File: config.mk
export PLATFORM = sky130hd
export DESIGN_NAME = frame_update_sequencer
export DESIGN_NICKNAME = d
export VERILOG_FILES = /design/src/rtl/frame_seq_pkg.sv /design/src/rtl/frame_seq_fifo.sv /design/src/rtl/frame_update_sequencer.sv
export SDC_FILE = /design/constraint.sdc
export NUM_CORES = 1
export LEC_CHECK = 0
export CAP_MARGIN = 40
export CORE_MARGIN = 5
export CORE_UTILIZATION = 45
export CTS_BUF_LIST = sky130_fd_sc_hd__clkbuf_4 sky130_fd_sc_hd__clkbuf_8
export CTS_CLUSTER_DIAMETER = 60
export DETAILED_ROUTE_END_ITERATION = 7
export DONT_BUFFER_PORTS = 1
export GPL_TIMING_DRIVEN = 0
export PLACE_DENSITY = 0.61
export SLEW_MARGIN = 25
export SYNTH_ARGS = -nofsm -noshare
export SYNTH_HDL_FRONTEND = slang
export SYNTH_SLANG_ARGS = --single-unit
File: constraint.sdc
create_clock -name clk -period 2.9 [get_ports clk]
set_clock_uncertainty 0.1 [all_clocks]
set_input_delay 0.58 -clock clk [delete_from_list [all_inputs] [get_ports clk]]
set_output_delay 0.58 -clock clk [all_outputs]
set_load 0.02 [all_outputs]
File: src/rtl/frame_seq_pkg.sv
// Shared types for the frame update sequencer: FSM states, the queued cell entry
// and the frame geometry defaults.
package frame_seq_pkg;

    localparam int COLS_DEFAULT = 14;
    localparam int ROWS_DEFAULT = 8;

    typedef enum logic [1:0] {
        IDLE   = 2'd0,
        WRITE  = 2'd1,
        SWAP   = 2'd2,
        REPLAY = 2'd3
    } seq_state_t;

    typedef struct packed {
        logic [7:0] x;
        logic [7:0] y;
        logic       data;
    } cell_t;

    function automatic logic in_frame(input cell_t c, input int cols, input int rows);
        return (int'(c.x) < cols) && (int'(c.y) < rows);
    endfunction

endpackage

File: src/rtl/frame_seq_fifo.sv
// Synchronous show-ahead FIFO with full/empty flags; DEPTH must be a power of two.
module frame_seq_fifo #(
    parameter int W     = 17,
    parameter int DEPTH = 8
) (
    input  logic         clk,
    input  logic         reset_n,
    input  logic         push,
    input  logic [W-1:0] push_data,
    input  logic         pop,
    output logic [W-1:0] pop_data,
    output logic         full,
    output logic         empty
);
    localparam int AW = $clog2(DEPTH);
    localparam logic [AW:0] PTR_ONE = 1;

    logic [W-1:0] mem [DEPTH];
    logic [AW:0]  wr_ptr;
    logic [AW:0]  rd_ptr;

    // Pointers carry one extra wrap bit so full and empty are distinguishable.
    assign empty    = (wr_ptr == rd_ptr);
    assign full     = (wr_ptr[AW] != rd_ptr[AW]) && (wr_ptr[AW-1:0] == rd_ptr[AW-1:0]);
    assign pop_data = mem[rd_ptr[AW-1:0]];

    always_ff @(posedge clk) begin
        if (push && !full) begin
            mem[wr_ptr[AW-1:0]] <= push_data;
        end
    end

    always_ff @(posedge clk) begin
        if (!reset_n) begin
            wr_ptr <= '0;
            rd_ptr <= '0;
        end else begin
            if (push && !full) begin
                wr_ptr <= wr_ptr + PTR_ONE;
            end
            if (pop && !empty) begin
                rd_ptr <= rd_ptr + PTR_ONE;
            end
        end
    end

endmodule

File: src/rtl/frame_update_sequencer.sv
// Queues cell writes from two requesters, writes them to the back buffer, and on
// frame_end swaps buffers and replays the logged writes. Option: FRAME_SEQ_STATS_EN.
module frame_update_sequencer
    import frame_seq_pkg::*;
#(
    parameter int COLS   = COLS_DEFAULT,
    parameter int ROWS   = ROWS_DEFAULT,
    parameter int QDEPTH = 8
) (
    input  logic       clk,
    input  logic       reset_n,
    input  logic       req_a_valid,
    output logic       req_a_ready,
    input  logic [7:0] req_a_x,
    input  logic [7:0] req_a_y,
    input  logic       req_a_data,
    input  logic       req_b_valid,
    output logic       req_b_ready,
    input  logic [7:0] req_b_x,
    input  logic [7:0] req_b_y,
    input  logic       req_b_data,
    input  logic       frame_end,
    output logic       wr_en,
    output logic [7:0] wr_x,
    output logic [7:0] wr_y,
    output logic       wr_data,
    output logic       swap,
    output logic       active_buf,
    output logic       busy,
    output seq_state_t dbg_state
`ifdef FRAME_SEQ_STATS_EN
    ,
    output logic [15:0] drop_count
`endif
);
    seq_state_t state;
    cell_t      wr_q;
    cell_t      acc_cell;
    cell_t      q_head;
    cell_t      log_head;
    logic       run_q, rr_b, fe_pend;
    logic       can_acc, acc_a, acc_b, acc_any, acc_ok;
    logic       q_push, q_pop, q_full, q_empty;
    logic       log_push, log_pop, log_full, log_empty;
    logic       go_swap;

    // A request transfers on an edge where valid and ready are both high; ready never
    // depends on the requester's own valid, only on queue space and the other side's turn.
    assign can_acc     = run_q && !q_full;
    assign req_a_ready = can_acc && !(req_b_valid && rr_b);
    assign req_b_ready = can_acc && !(req_a_valid && !rr_b);
    assign acc_a       = req_a_valid && req_a_ready;
    assign acc_b       = req_b_valid && req_b_ready;
    assign acc_any     = acc_a || acc_b;
    assign acc_cell    = acc_a ? cell_t'{req_a_x, req_a_y, req_a_data}
                               : cell_t'{req_b_x, req_b_y, req_b_data};
    assign acc_ok      = in_frame(acc_cell, COLS, ROWS);
    assign q_push      = acc_any && acc_ok;

    // A frame_end (live or pending) outranks a pending pop, but only when there is something to replay.
    assign go_swap  = (state == IDLE) && (frame_end || fe_pend) && !log_empty;
    assign q_pop    = (state == IDLE) && !go_swap && !q_empty && !log_full;
    assign log_push = (state == WRITE);
    assign log_pop  = (state == SWAP) || ((state == REPLAY) && !log_empty);

    assign wr_x      = wr_q.x;
    assign wr_y      = wr_q.y;
    assign wr_data   = wr_q.data;
    assign busy      = (state != IDLE);
    assign dbg_state = state;

    frame_seq_fifo #(.W($bits(cell_t)), .DEPTH(QDEPTH)) u_queue (
        .clk(clk), .reset_n(reset_n),
        .push(q_push), .push_data(acc_cell),
        .pop(q_pop), .pop_data(q_head),
        .full(q_full), .empty(q_empty)
    );

    frame_seq_fifo #(.W($bits(cell_t)), .DEPTH(QDEPTH)) u_log (
        .clk(clk), .reset_n(reset_n),
        .push(log_push), .push_data(wr_q),
        .pop(log_pop), .pop_data(log_head),
        .full(log_full), .empty(log_empty)
    );

    always_ff @(posedge clk) begin
        if (!reset_n) begin
            state      <= IDLE;
            wr_en      <= 1'b0;
            wr_q       <= '0;
            swap       <= 1'b0;
            active_buf <= 1'b0;
            fe_pend    <= 1'b0;
            rr_b       <= 1'b0;
            run_q      <= 1'b0;
        end else begin
            run_q <= 1'b1;
            if (acc_a) begin
                rr_b <= 1'b1;
            end else if (acc_b) begin
                rr_b <= 1'b0;
            end
            wr_en <= 1'b0;
            swap  <= 1'b0;
            if (state == IDLE) begin
                fe_pend <= 1'b0;
            end else if (frame_end) begin
                fe_pend <= 1'b1;
            end
            case (state)
                IDLE: begin
                    if (go_swap) begin
                        swap       <= 1'b1;
                        active_buf <= ~active_buf;
                        state      <= SWAP;
                    end else if (q_pop) begin
                        wr_en <= 1'b1;
                        wr_q  <= q_head;
                        state <= WRITE;
                    end
                end
                WRITE: begin
                    state <= IDLE;
                end
                SWAP: begin
                    wr_en <= 1'b1;
                    wr_q  <= log_head;
                    state <= REPLAY;
                end
                REPLAY: begin
                    if (!log_empty) begin
                        wr_en <= 1'b1;
                        wr_q  <= log_head;
                    end else begin
                        state <= IDLE;
                    end
                end
                default: state <= IDLE;
            endcase
        end
    end

`ifdef FRAME_SEQ_STATS_EN
    always_ff @(posedge clk) begin
        if (!reset_n) begin
            drop_count <= '0;
        end else if (acc_any && !acc_ok && (drop_count != 16'hFFFF)) begin
            drop_count <= drop_count + 16'd1;
        end
    end
`endif

endmodule
==> results of run 1 <==
state kept, by name, indices dropped and copies added (netlist names), named ones only:
| signal | flops |
|---|---|
| u_log.mem | 136 |
| u_queue.mem | 136 |
| wr_x | 8 |
| wr_y | 8 |
| u_log.rd_ptr | 4 |
| u_log.wr_ptr | 4 |
| u_queue.rd_ptr | 4 |
| u_queue.wr_ptr | 4 |
| dbg_state | 2 |
| active_buf | 1 |
| fe_pend | 1 |
| rr_b | 1 |
| run_q | 1 |
| swap | 1 |
| wr_data | 1 |
| wr_en | 1 |
how the worst max path moves through the flow:
stage	from	to	slack [ns]	cells past startpoint
6_report	u_queue.rd_ptr[0]	u_queue.mem[6][11]	0.13	6
5_1_grt	u_queue.rd_ptr[0]	u_queue.mem[6][3]	-0.01	6
4_1_cts	u_queue.rd_ptr[0]	u_queue.mem[3][13]	0.07	6
3_5_place_dp	req_a_x[6]	u_queue.mem[5][3]	-0.20	6
3_3_place_gp	u_log.wr_ptr[1]	u_log.mem[0][2]	-1.22	4
2_1_floorplan	u_log.wr_ptr[1]	u_log.mem[0][0]	0.007	4
cell families after synthesis:
| family | after synthesis |
|---|---|
| DFF | 319 |
| and+or+nand+nor | 118 |
| AOI/OAI and AO/OA | 98 |
| muxes | 92 |
| buffers and inverters | 42 |
| xor gates and xnor gates | 14 |
| adders and majority gates | 4 |
metrics by stage:
| stage | total power (uW) | std cells | TNS (ns) | utilization |
|---|---|---|---|---|
| after global placement | 5350 | 1065 | -108.97 | 0.471 |
| after floorplan | 5290 | 687 | 0 | - |
| after global routing | 9480 | 1171 | -0.0930 | 0.518 |
| final | 9140 | 1171 | 0 | 0.518 |
| after CTS | 9250 | 1171 | 0 | 0.517 |
| after detailed placement | 5370 | 1079 | -13.64 | 0.478 |
cells in the mapped netlist (2+ instances only):
cell      instances  area [um^2]
a21boi_0         12         90.1
a21boi_1         12         90.1
a21oi_1           3         15.0
and2_1            7         43.8
and3_1            3         18.8
and4b_1           3         30.0
buf_1             3         11.3
buf_2            12         60.1
buf_6             2         22.5
clkbuf_1         20         75.1
dfxtp_1          47          941
edfxtp_1        272         8170
ha_1              4         50.1
inv_1             4         15.0
mux2_2           17          191
mux2i_1           7         70.1
mux4_2           68         1530
nand2_1          14         52.6
nand2b_1         10         62.6
nand3_1          26          130
nor2_1           30          113
nor2b_1           4         25.0
nor3_1            5         25.0
nor4_1            4         25.0
o211ai_2          2         25.0
o21ai_0          12         60.1
o21ai_1          11         55.1
o22ai_1          34          213
o41a_1            2         22.5
or3_1             4         25.0
xnor2_1           6         52.6
xor2_1            7         61.3
power groups by stage:
stage / registers, uW / clock network (uW) / logic, uW
after CTS: 5040 / 3970 / 236
after global placement: 5130 / 0 / 219
final: 5040 / 3870 / 233
after global routing: 5040 / 4190 / 257
after detailed placement: 5140 / 0 / 233
after floorplan: 5120 / 0 / 168
final cells by class:
| type | count | area, um^2 |
|---|---|---|
| Fill cell | 2217 | 13400 |
| Sequential cell | 319 | 9110 |
| Multi-Input combinational cell | 326 | 3370 |
| Clock buffer | 78 | 936 |
| Tap cell | 378 | 473 |
| Buffer | 38 | 176 |
| Timing Repair Buffer | 15 | 164 |
| Clock inverter | 13 | 113 |
| Inverter | 4 | 15.0 |
routing by layer:
layer,vias to the layer above,share of wire
met5,-,0
met4,0,0.015
met3,37,0.068
met2,179,0.51
met1,3273,0.41
li1,2926,-
timing repair:
item	in CTS	in global routing
hold buffers	1	0
endpoints found under the setup margin	80	94
gates resized for setup	9	4
endpoints found under the hold margin	1	0
==> flow_metrics.env, run 1 <==
export IMPL_cp_data_arrival_time_ns=2.92
export IMPL_wirelength_um=26000
export IMPL_seqPwrFrac=0.551
export IMPL_finalNetCount=797
export IMPL_antenna_found_initial=0
export IMPL_rsz0062_at_grt="true"
export IMPL_critPathSlowestCell="and4b_2"
export IMPL_timing_critical_path_buf_inv=1
export IMPL_io_buffers=0
export IMPL_overflow=0
export IMPL_synth_cell_area_mm2=0.0126
export IMPL_die_x_um=177
export IMPL_yosysSeqAreaShare=0.724
export IMPL_final_cell_mix="272 x edfxtp_1, 68 x mux4_2, 56 x clkbuf_8"
export IMPL_final_common_cell="edfxtp_1"
export IMPL_synth_area_mux_share=0.142
export IMPL_grt_use_total=0.169
export IMPL_p_sw_frac=0.200
export IMPL_via_count=6415
export IMPL_die_h_um=177
export IMPL_r2r_end="u_queue.mem[6][11]"
export IMPL_synthFlopType="edfxtp_1"
export IMPL_max_freq_ghz=0.360
export IMPL_p_leak_uw=0.00450
export IMPL_grt_busiest_layer="met2"
export IMPL_synth_cell_types=52
export IMPL_root_buffer="clkbuf_8"
export IMPL_htreeDepth=2
export IMPL_crit_path_max_fanout=10
export IMPL_synthAdderAreaFrac=0.00398
export IMPL_ir_drop_mv=0.400
export IMPL_hold_viol=0
export IMPL_setup_violations_final=0
export IMPL_crit_type="reg2reg"
export IMPL_clk_latency_ns=0.56
export IMPL_grt_pass1_vias=6986
export IMPL_drt_iter0_drc=390
export IMPL_cp_start_kind="flip-flop"
export IMPL_synth_edff_count=272
export IMPL_use_met3=0.0427
export IMPL_wl_per_cell_um=22.2
export IMPL_grt_use_met2=0.290
export IMPL_cts_tree="done"
export IMPL_hold_path_depth=2
export IMPL_p_clk_frac=0.423
export IMPL_synthSimpleGateAreaFrac=0.0505
export IMPL_dieArea_mm2=0.0314
export IMPL_crit_family="simple AND/OR/NAND/NOR gates"
export IMPL_grt_max_degree=19
export IMPL_diodes=0
export IMPL_ys_ff_latch=319
export IMPL_synth_top_family_by_area="multiplexers"
export IMPL_start_util=0.454
export IMPL_end_kind="flip-flop"
export IMPL_io_pins=64
export IMPL_cts_setup_buffers=0
export IMPL_crit_reg2reg_launch="u_queue.rd_ptr[0]"
export IMPL_place_congestion=0.742
export IMPL_worstPathCellList="xor2_1, o41ai_4, or3_1, a21oi_4, and4b_2, buf_6"
export IMPL_final_antenna_net_count=0
export IMPL_clkTransAtPathRegs_ns=0.06
export IMPL_avgSynthCellArea_um2=18.3
export IMPL_first_pass_iters=5
export IMPL_cts_sinks=319
export IMPL_intPower_uw=7310
export IMPL_whs_ns=0.105
export IMPL_combPwrFrac=0.025
export IMPL_placed_cell_area_mm2=0.0133
export IMPL_post_route_cell_area_mm2=0.0144
export IMPL_critPathRequiredTime_ns=3.05
export IMPL_outcome="finished, final reports clean"
export IMPL_powerDensity_mw_per_mm2=637
export IMPL_synth_fp_nets=730
export IMPL_min_from="req_a_valid"
export IMPL_pre_cts_slack_ns=-0.198
export IMPL_syn_inst=687
export IMPL_fin_ws_ns=0.125
export IMPL_syn_to_final_growth_pct=14.1
export IMPL_r2r_slack_ns=0.13
export IMPL_via_per_inst=5.48
export IMPL_grt_pass1_wl_um=40200
export IMPL_maxCapViolCount=0
export IMPL_synth_warnings=0
export IMPL_fin_crit_sh=0.957
export IMPL_use_met1=0.217
export IMPL_cts_buffers=50
export IMPL_max_slew_margin_rel=0.524
export IMPL_clk_path_buf_depth=3
export IMPL_r2r_cells=6
export IMPL_drc=0
export IMPL_p_sw_uw=1830
export IMPL_final_max_slew_violation_count=0
export IMPL_rows=61
export IMPL_synth_compound_area_share=0.0537
export IMPL_async_reset_ff_frac=0
export IMPL_drive_above_1_share=0.290
export IMPL_synthXorXnorAreaFrac=0.0103
export IMPL_min_period_ns=2.77
export IMPL_core_mm2=0.0277
export IMPL_worstMarginPinSlew_ns=0.714
export IMPL_hp_class="in2reg"
export IMPL_slowest_delay_ns=0.46
export IMPL_hpwlAfterDp_um=18000
export IMPL_hold_path_end="rr_b"
(Power assumes the default switching activity.)
==> inputs of run 2 (changes only) <==
--- a/config.mk
+++ b/config.mk
@@ -6,6 +6,7 @@
 export NUM_CORES = 1
 export LEC_CHECK = 0
 export CAP_MARGIN = 40
+export CORE_ASPECT_RATIO = 0.9
 export CORE_MARGIN = 5
 export CORE_UTILIZATION = 45
 export CTS_BUF_LIST = sky130_fd_sc_hd__clkbuf_4 sky130_fd_sc_hd__clkbuf_8
==> run 2 against run 1 <==
Against the previous run:
- sequential share of layout area increased by 0.21 points
- maximum frequency increased by 1.2%
- clock power fell by 5.4%
- largest power group unchanged
- non-clock buffer count grew 2
- critical endpoint is now u_queue.mem[5][12]
- final cell count fell by 1.6%
- register-to-register slack better by 0.03 ns
==> flow_metrics.env, run 2 (synthesized netlist as in run 1, its figures left out) <==
export IMPL_drc=0
export IMPL_diodes=0
export IMPL_cts_tree="done"
export IMPL_multiInputGateArea_mm2=0.00335
export IMPL_ff_latch_area_mm2=0.00911
export IMPL_outcome="finished, final reports clean"
export IMPL_crit_type="reg2reg"
export IMPL_worstMarginPinSlew_ns=0.756
export IMPL_r2r_slack_ns=0.16
export IMPL_die_h_um=169
export IMPL_max_slew_margin_rel=0.496
export IMPL_grt_max_degree=19
export IMPL_cp_start_kind="flip-flop"
export IMPL_fin_crit_sh=0.945
export IMPL_use_met1=0.228
export IMPL_wirelength_um=26000
export IMPL_grt_pass1_vias=6956
export IMPL_clk_path_buf_depth=3
export IMPL_core_mm2=0.0278
export IMPL_overflow=0
export IMPL_start_util=0.453
export IMPL_grt_use_met2=0.284
export IMPL_max_freq_ghz=0.365
export IMPL_htreeDepth=2
export IMPL_syn_to_final_growth_pct=13.7
export IMPL_first_pass_iters=5
export IMPL_whs_ns=0.104
export IMPL_p_leak_uw=0.00448
export IMPL_place_congestion=0.748
export IMPL_cts_setup_buffers=0
export IMPL_final_common_cell="edfxtp_1"
export IMPL_cts_buffers=50
export IMPL_placed_cell_area_mm2=0.0133
export IMPL_setup_violations_final=0
export IMPL_final_cell_mix="272 x edfxtp_1, 68 x mux4_2, 53 x clkbuf_8"
export IMPL_wl_per_cell_um=22.6
export IMPL_worstPathCellList="xor2_1, o41ai_4, or3_1, a21oi_4, and4b_2, buf_8"
export IMPL_io_buffers=0
export IMPL_clk_latency_ns=0.56
export IMPL_finalNetCount=799
export IMPL_cp_data_arrival_time_ns=2.89
export IMPL_drive_above_1_share=0.287
export IMPL_antenna_found_initial=0
export IMPL_final_antenna_net_count=0
export IMPL_powerDensity_mw_per_mm2=624
export IMPL_final_max_slew_violation_count=0
export IMPL_min_period_ns=2.74
export IMPL_hold_viol=0
export IMPL_drt_iter0_drc=507
export IMPL_clkTransAtPathRegs_ns=0.06
export IMPL_io_pins=64
export IMPL_die_x_um=186
export IMPL_grt_use_total=0.169
export IMPL_grt_busiest_layer="met2"
export IMPL_dieArea_mm2=0.0314
export IMPL_via_count=6426
export IMPL_root_buffer="clkbuf_8"
export IMPL_slowest_delay_ns=0.45
export IMPL_ir_drop_mv=0.356
export IMPL_grt_pass1_wl_um=40400
export IMPL_maxCapViolCount=0
export IMPL_end_kind="flip-flop"
export IMPL_hpwlAfterDp_um=18000
export IMPL_via_per_inst=5.58
export IMPL_critPathSlowestCell="or3_1"
export IMPL_cts_sinks=319
export IMPL_critPathRequiredTime_ns=3.05
export IMPL_post_route_cell_area_mm2=0.0143
export IMPL_use_met3=0.0348
export IMPL_rows=58
export IMPL_final_fill_count=2239
export IMPL_rsz0062_at_grt="false"
export IMPL_crit_path_max_fanout=10
export IMPL_hp_class="in2reg"
[run 2: through the flow]
stage / util / total power (uW) / TNS, ns / std cells / worst slack [ns]
finish: 0.515 / 8930 / 0 / 1152 / 0.159
global route: 0.515 / 9270 / 0 / 1152 / 0.0430
CTS: 0.514 / 9030 / 0 / 1152 / 0.0221
detailed placement: 0.478 / 5370 / -10.67 / 1063 / -0.164
global placement: 0.469 / 5350 / -100.69 / 1047 / -1.10
floorplan: - / 5290 / 0 / 687 / 0.00680
[run 2: worst max-delay path: cells and delay by family, from the launching register on]
family,cells,cell delay (ns)
AOI/OAI and AO/OA,2,0.48
xor gates and xnor gates,1,0.34
DFF,1,0.42
and+or+nand+nor,2,0.90
buffers and inverters,1,0.19
[run 2: timing repair]
item,4_1_cts,5_1_grt
hold buffers,1,0
endpoints found under the hold margin,1,0
setup endpoints to repair,91,104
gates resized for setup,8,4
[run 2: final timing paths]
| kind | start | cells past startpoint | to |
|---|---|---|---|
| max reg2reg | u_queue.rd_ptr[0] | 6 | u_queue.mem[5][12] |
| max | u_queue.rd_ptr[0] | 6 | u_queue.mem[5][12] |
| min reg2reg | u_queue.wr_ptr[3] | 2 | u_queue.wr_ptr[3] |
| min | req_a_valid | 2 | rr_b |
[run 2: per-layer routing]
| layer | up-vias | part of all wire | wire (um) |
|---|---|---|---|
| li1 | 2932 | - | - |
| met1 | 3292 | 0.42 | 11000 |
| met2 | 162 | 0.50 | 13100 |
| met3 | 40 | 0.059 | 1530 |
| met4 | 0 | 0.016 | 421 |
| met5 | - | 0 | 0 |
[run 2: area by class of cell]
| type | instances | area share |
|---|---|---|
| timing repair buffer | 17 | 0.0154 |
| sequential | 319 | 0.637 |
| clock inverter | 14 | 0.00673 |
| buffer | 38 | 0.0123 |
| tap | 360 | 0.0315 |
| clock buffer | 74 | 0.0620 |
| inverter | 4 | 0.00105 |
| multi-input combinational | 326 | 0.234 |
[run 2: report_power, final]
group	switching (uW)	leakage (uW)	internal, uW
clock network	1610	0.000522	2040
registers	43.5	0.00281	5000
logic	140	0.00115	91.4
==> inputs of run 3 (changes only) <==
--- a/config.mk
+++ b/config.mk
@@ -7,14 +7,14 @@
 export LEC_CHECK = 0
 export CAP_MARGIN = 40
 export CORE_ASPECT_RATIO = 0.9
-export CORE_MARGIN = 5
+export CORE_MARGIN = 10
 export CORE_UTILIZATION = 45
-export CTS_BUF_LIST = sky130_fd_sc_hd__clkbuf_4 sky130_fd_sc_hd__clkbuf_8
+export CTS_BUF_LIST = sky130_fd_sc_hd__clkbuf_2 sky130_fd_sc_hd__clkbuf_4 sky130_fd_sc_hd__clkbuf_8
 export CTS_CLUSTER_DIAMETER = 60
 export DETAILED_ROUTE_END_ITERATION = 7
 export DONT_BUFFER_PORTS = 1
 export GPL_TIMING_DRIVEN = 0
-export PLACE_DENSITY = 0.61
+export PLACE_DENSITY = 0.59
 export SLEW_MARGIN = 25
 export SYNTH_ARGS = -nofsm -noshare
 export SYNTH_HDL_FRONTEND = slang
==> constraint.sdc (replaced) <==
create_clock -name clk -period 2.8 [get_ports clk]
set_clock_uncertainty 0.1 [all_clocks]
set_input_delay 0.56 -clock clk [delete_from_list [all_inputs] [get_ports clk]]
set_output_delay 0.56 -clock clk [all_outputs]
set_load 0.02 [all_outputs]
==> run 3 against run 2 <==
Against the previous run:
- maximum frequency is 2.5% higher
- die area is 12% higher
- via count is 1.0% higher
- critical path type unchanged
- largest cell class unchanged
==> flow_metrics.env, run 3 (synthesized netlist as in run 1, its figures left out) <==
export IMPL_clkTransAtPathRegs_ns=0.06
export IMPL_core_mm2=0.0277
export IMPL_cp_start_kind="flip-flop"
export IMPL_cts_sinks=319
export IMPL_clk_path_buf_depth=3
export IMPL_critPathSlowestCell="or3_1"
export IMPL_max_slew_margin_rel=0.462
export IMPL_drive_above_1_share=0.283
export IMPL_dieArea_mm2=0.0351
export IMPL_grt_pass1_vias=6878
export IMPL_powerDensity_mw_per_mm2=641
export IMPL_grt_pass1_wl_um=40900
export IMPL_hpwlAfterDp_um=18100
export IMPL_drc=0
export IMPL_finalNetCount=796
export IMPL_hold_path_end="rr_b"
export IMPL_hold_path_depth=2
export IMPL_diodes=0
export IMPL_die_h_um=179
export IMPL_via_count=6492
export IMPL_worstPathCellList="xor2_1, o41ai_4, or3_1, a21oi_4, and3b_2, buf_6"
export IMPL_io_pins=64
export IMPL_r2r_end="u_queue.mem[0][7]"
export IMPL_antenna_found_initial=0
export IMPL_r2r_slack_ns=0.13
export IMPL_clk_latency_ns=0.57
export IMPL_final_max_slew_violation_count=0
export IMPL_via_per_inst=5.66
export IMPL_slowest_delay_ns=0.45
export IMPL_final_cell_mix="272 x edfxtp_1, 68 x mux4_2, 49 x clkbuf_8"
export IMPL_fin_crit_sh=0.955
export IMPL_grt_use_total=0.153
export IMPL_maxCapViolCount=0
export IMPL_cts_buffers=49
export IMPL_drt_iter0_drc=387
export IMPL_place_congestion=0.749
export IMPL_critPathRequiredTime_ns=2.95
export IMPL_end_kind="flip-flop"
export IMPL_worstMarginPinSlew_ns=0.807
export IMPL_crit_type="reg2reg"
export IMPL_hold_viol=0
export IMPL_overflow=0
export IMPL_crit_path_max_fanout=12
export IMPL_syn_to_final_growth_pct=13.2
export IMPL_root_buffer="clkbuf_8"
export IMPL_min_from="req_a_valid"
export IMPL_outcome="finished, final reports clean"
export IMPL_start_util=0.454
export IMPL_htreeDepth=2
export IMPL_cts_setup_buffers=0
export IMPL_setup_violations_final=0
export IMPL_pre_cts_slack_ns=-0.323
export IMPL_rsz0062_at_grt="false"
export IMPL_rows=58
export IMPL_timing_critical_path_buf_inv=1
export IMPL_final_antenna_net_count=0
export IMPL_hp_class="in2reg"
export IMPL_min_period_ns=2.67
export IMPL_wirelength_um=27200
export IMPL_ir_drop_mv=0.387
export IMPL_io_buffers=0
export IMPL_first_pass_iters=4
export IMPL_fin_ws_ns=0.127
export IMPL_cp_data_arrival_time_ns=2.82
export IMPL_whs_ns=0.0501
export IMPL_wl_per_cell_um=23.7
export IMPL_crit_family="simple AND/OR/NAND/NOR gates"
export IMPL_p_leak_uw=0.00442
export IMPL_grt_max_degree=19
export IMPL_max_freq_ghz=0.374
export IMPL_cts_tree="done"
export IMPL_crit_reg2reg_launch="u_queue.rd_ptr[2]"
export IMPL_die_x_um=196
export IMPL_final_common_cell="edfxtp_1"
export IMPL_r2r_cells=6
==> run 3: cell count changes in the layout (fill, tap and decap cells not counted), moves of 2 or more <==
| cell | change |
|---|---|
| buf_8 | -7 |
| buf_6 | +6 |
| clkinv_1 | +5 |
| clkbuf_4 | -4 |
| clkbuf_8 | -4 |
| xor2_1 | -3 |
| xor2_2 | +3 |
| and4b_2 | -2 |
| and4b_4 | +2 |
| clkbuf_1 | -2 |
| clkbuf_2 | +2 |
==> run 3: worst register-to-register path, delay by kind of cell, from the launching register on <==
| family | cells | cell delay (ns) |
|---|---|---|
| AOI/OAI and AO/OA | 2 | 0.47 |
| xor gates and xnor gates | 1 | 0.33 |
| buffers and inverters | 1 | 0.23 |
| DFF | 1 | 0.40 |
| and+or+nand+nor | 2 | 0.82 |
==> run 3: worst max path at each step <==
| stage | startpoint | depth (start not counted) | endpoint |
|---|---|---|---|
| 6_report | u_queue.rd_ptr[2] | 6 | u_queue.mem[0][7] |
| 5_1_grt | u_queue.rd_ptr[1] | 6 | u_queue.mem[0][1] |
| 4_1_cts | u_queue.rd_ptr[0] | 5 | u_queue.mem[3][1] |
| 3_5_place_dp | req_a_x[6] | 6 | u_queue.mem[7][4] |
| 3_3_place_gp | u_log.wr_ptr[1] | 4 | u_log.mem[0][2] |
| 2_1_floorplan | u_log.wr_ptr[1] | 4 | u_log.mem[0][0] |
==> run 3: where the power goes <==
| part | switching, uW | internal, uW |
|---|---|---|
| clock network | 1710 | 1950 |
| logic | 148 | 95.2 |
| registers | 45.3 | 5170 |
==> run 3: routing by layer <==
metal	wire [um]	GRT usage
met5	0	0
met4	533	0.0474
met3	1690	0.0370
met2	13700	0.264
met1	11300	0.188
==> run 3: timing repair <==
item | in CTS | in global routing
endpoints found under the setup margin | 121 | 125
endpoints found under the hold margin | 1 | 0
gates resized for setup | 8 | 14
pin swaps | 0 | 1
hold buffers | 1 | 0
==> run 3: cell type report <==
| type | instances | area [um^2] |
|---|---|---|
| plain buffers | 38 | 179 |
| clock buffers | 66 | 802 |
| clock inverters | 20 | 121 |
| fillers | 2257 | 13500 |
| inverters | 4 | 15.0 |
| multi-input cells | 326 | 3390 |
| flip-flops and latches | 319 | 9110 |
| well taps | 360 | 450 |
| repair buffers | 15 | 175 |
==> run 3: metrics by stage <==
stage / cell area [um^2] / util / instances / total power [uW] / setup TNS (ns)
floorplan: 12600 / - / 687 / 5480 / -2.91
detailed placement: 13200 / 0.477 / 1061 / 5560 / -31.56
global placement: 13000 / 0.470 / 1047 / 5550 / -148.71
CTS: 14200 / 0.512 / 1148 / 9200 / -1.25
global route: 14200 / 0.514 / 1148 / 9440 / 0
finish: 14200 / 0.514 / 1148 / 9130 / 0
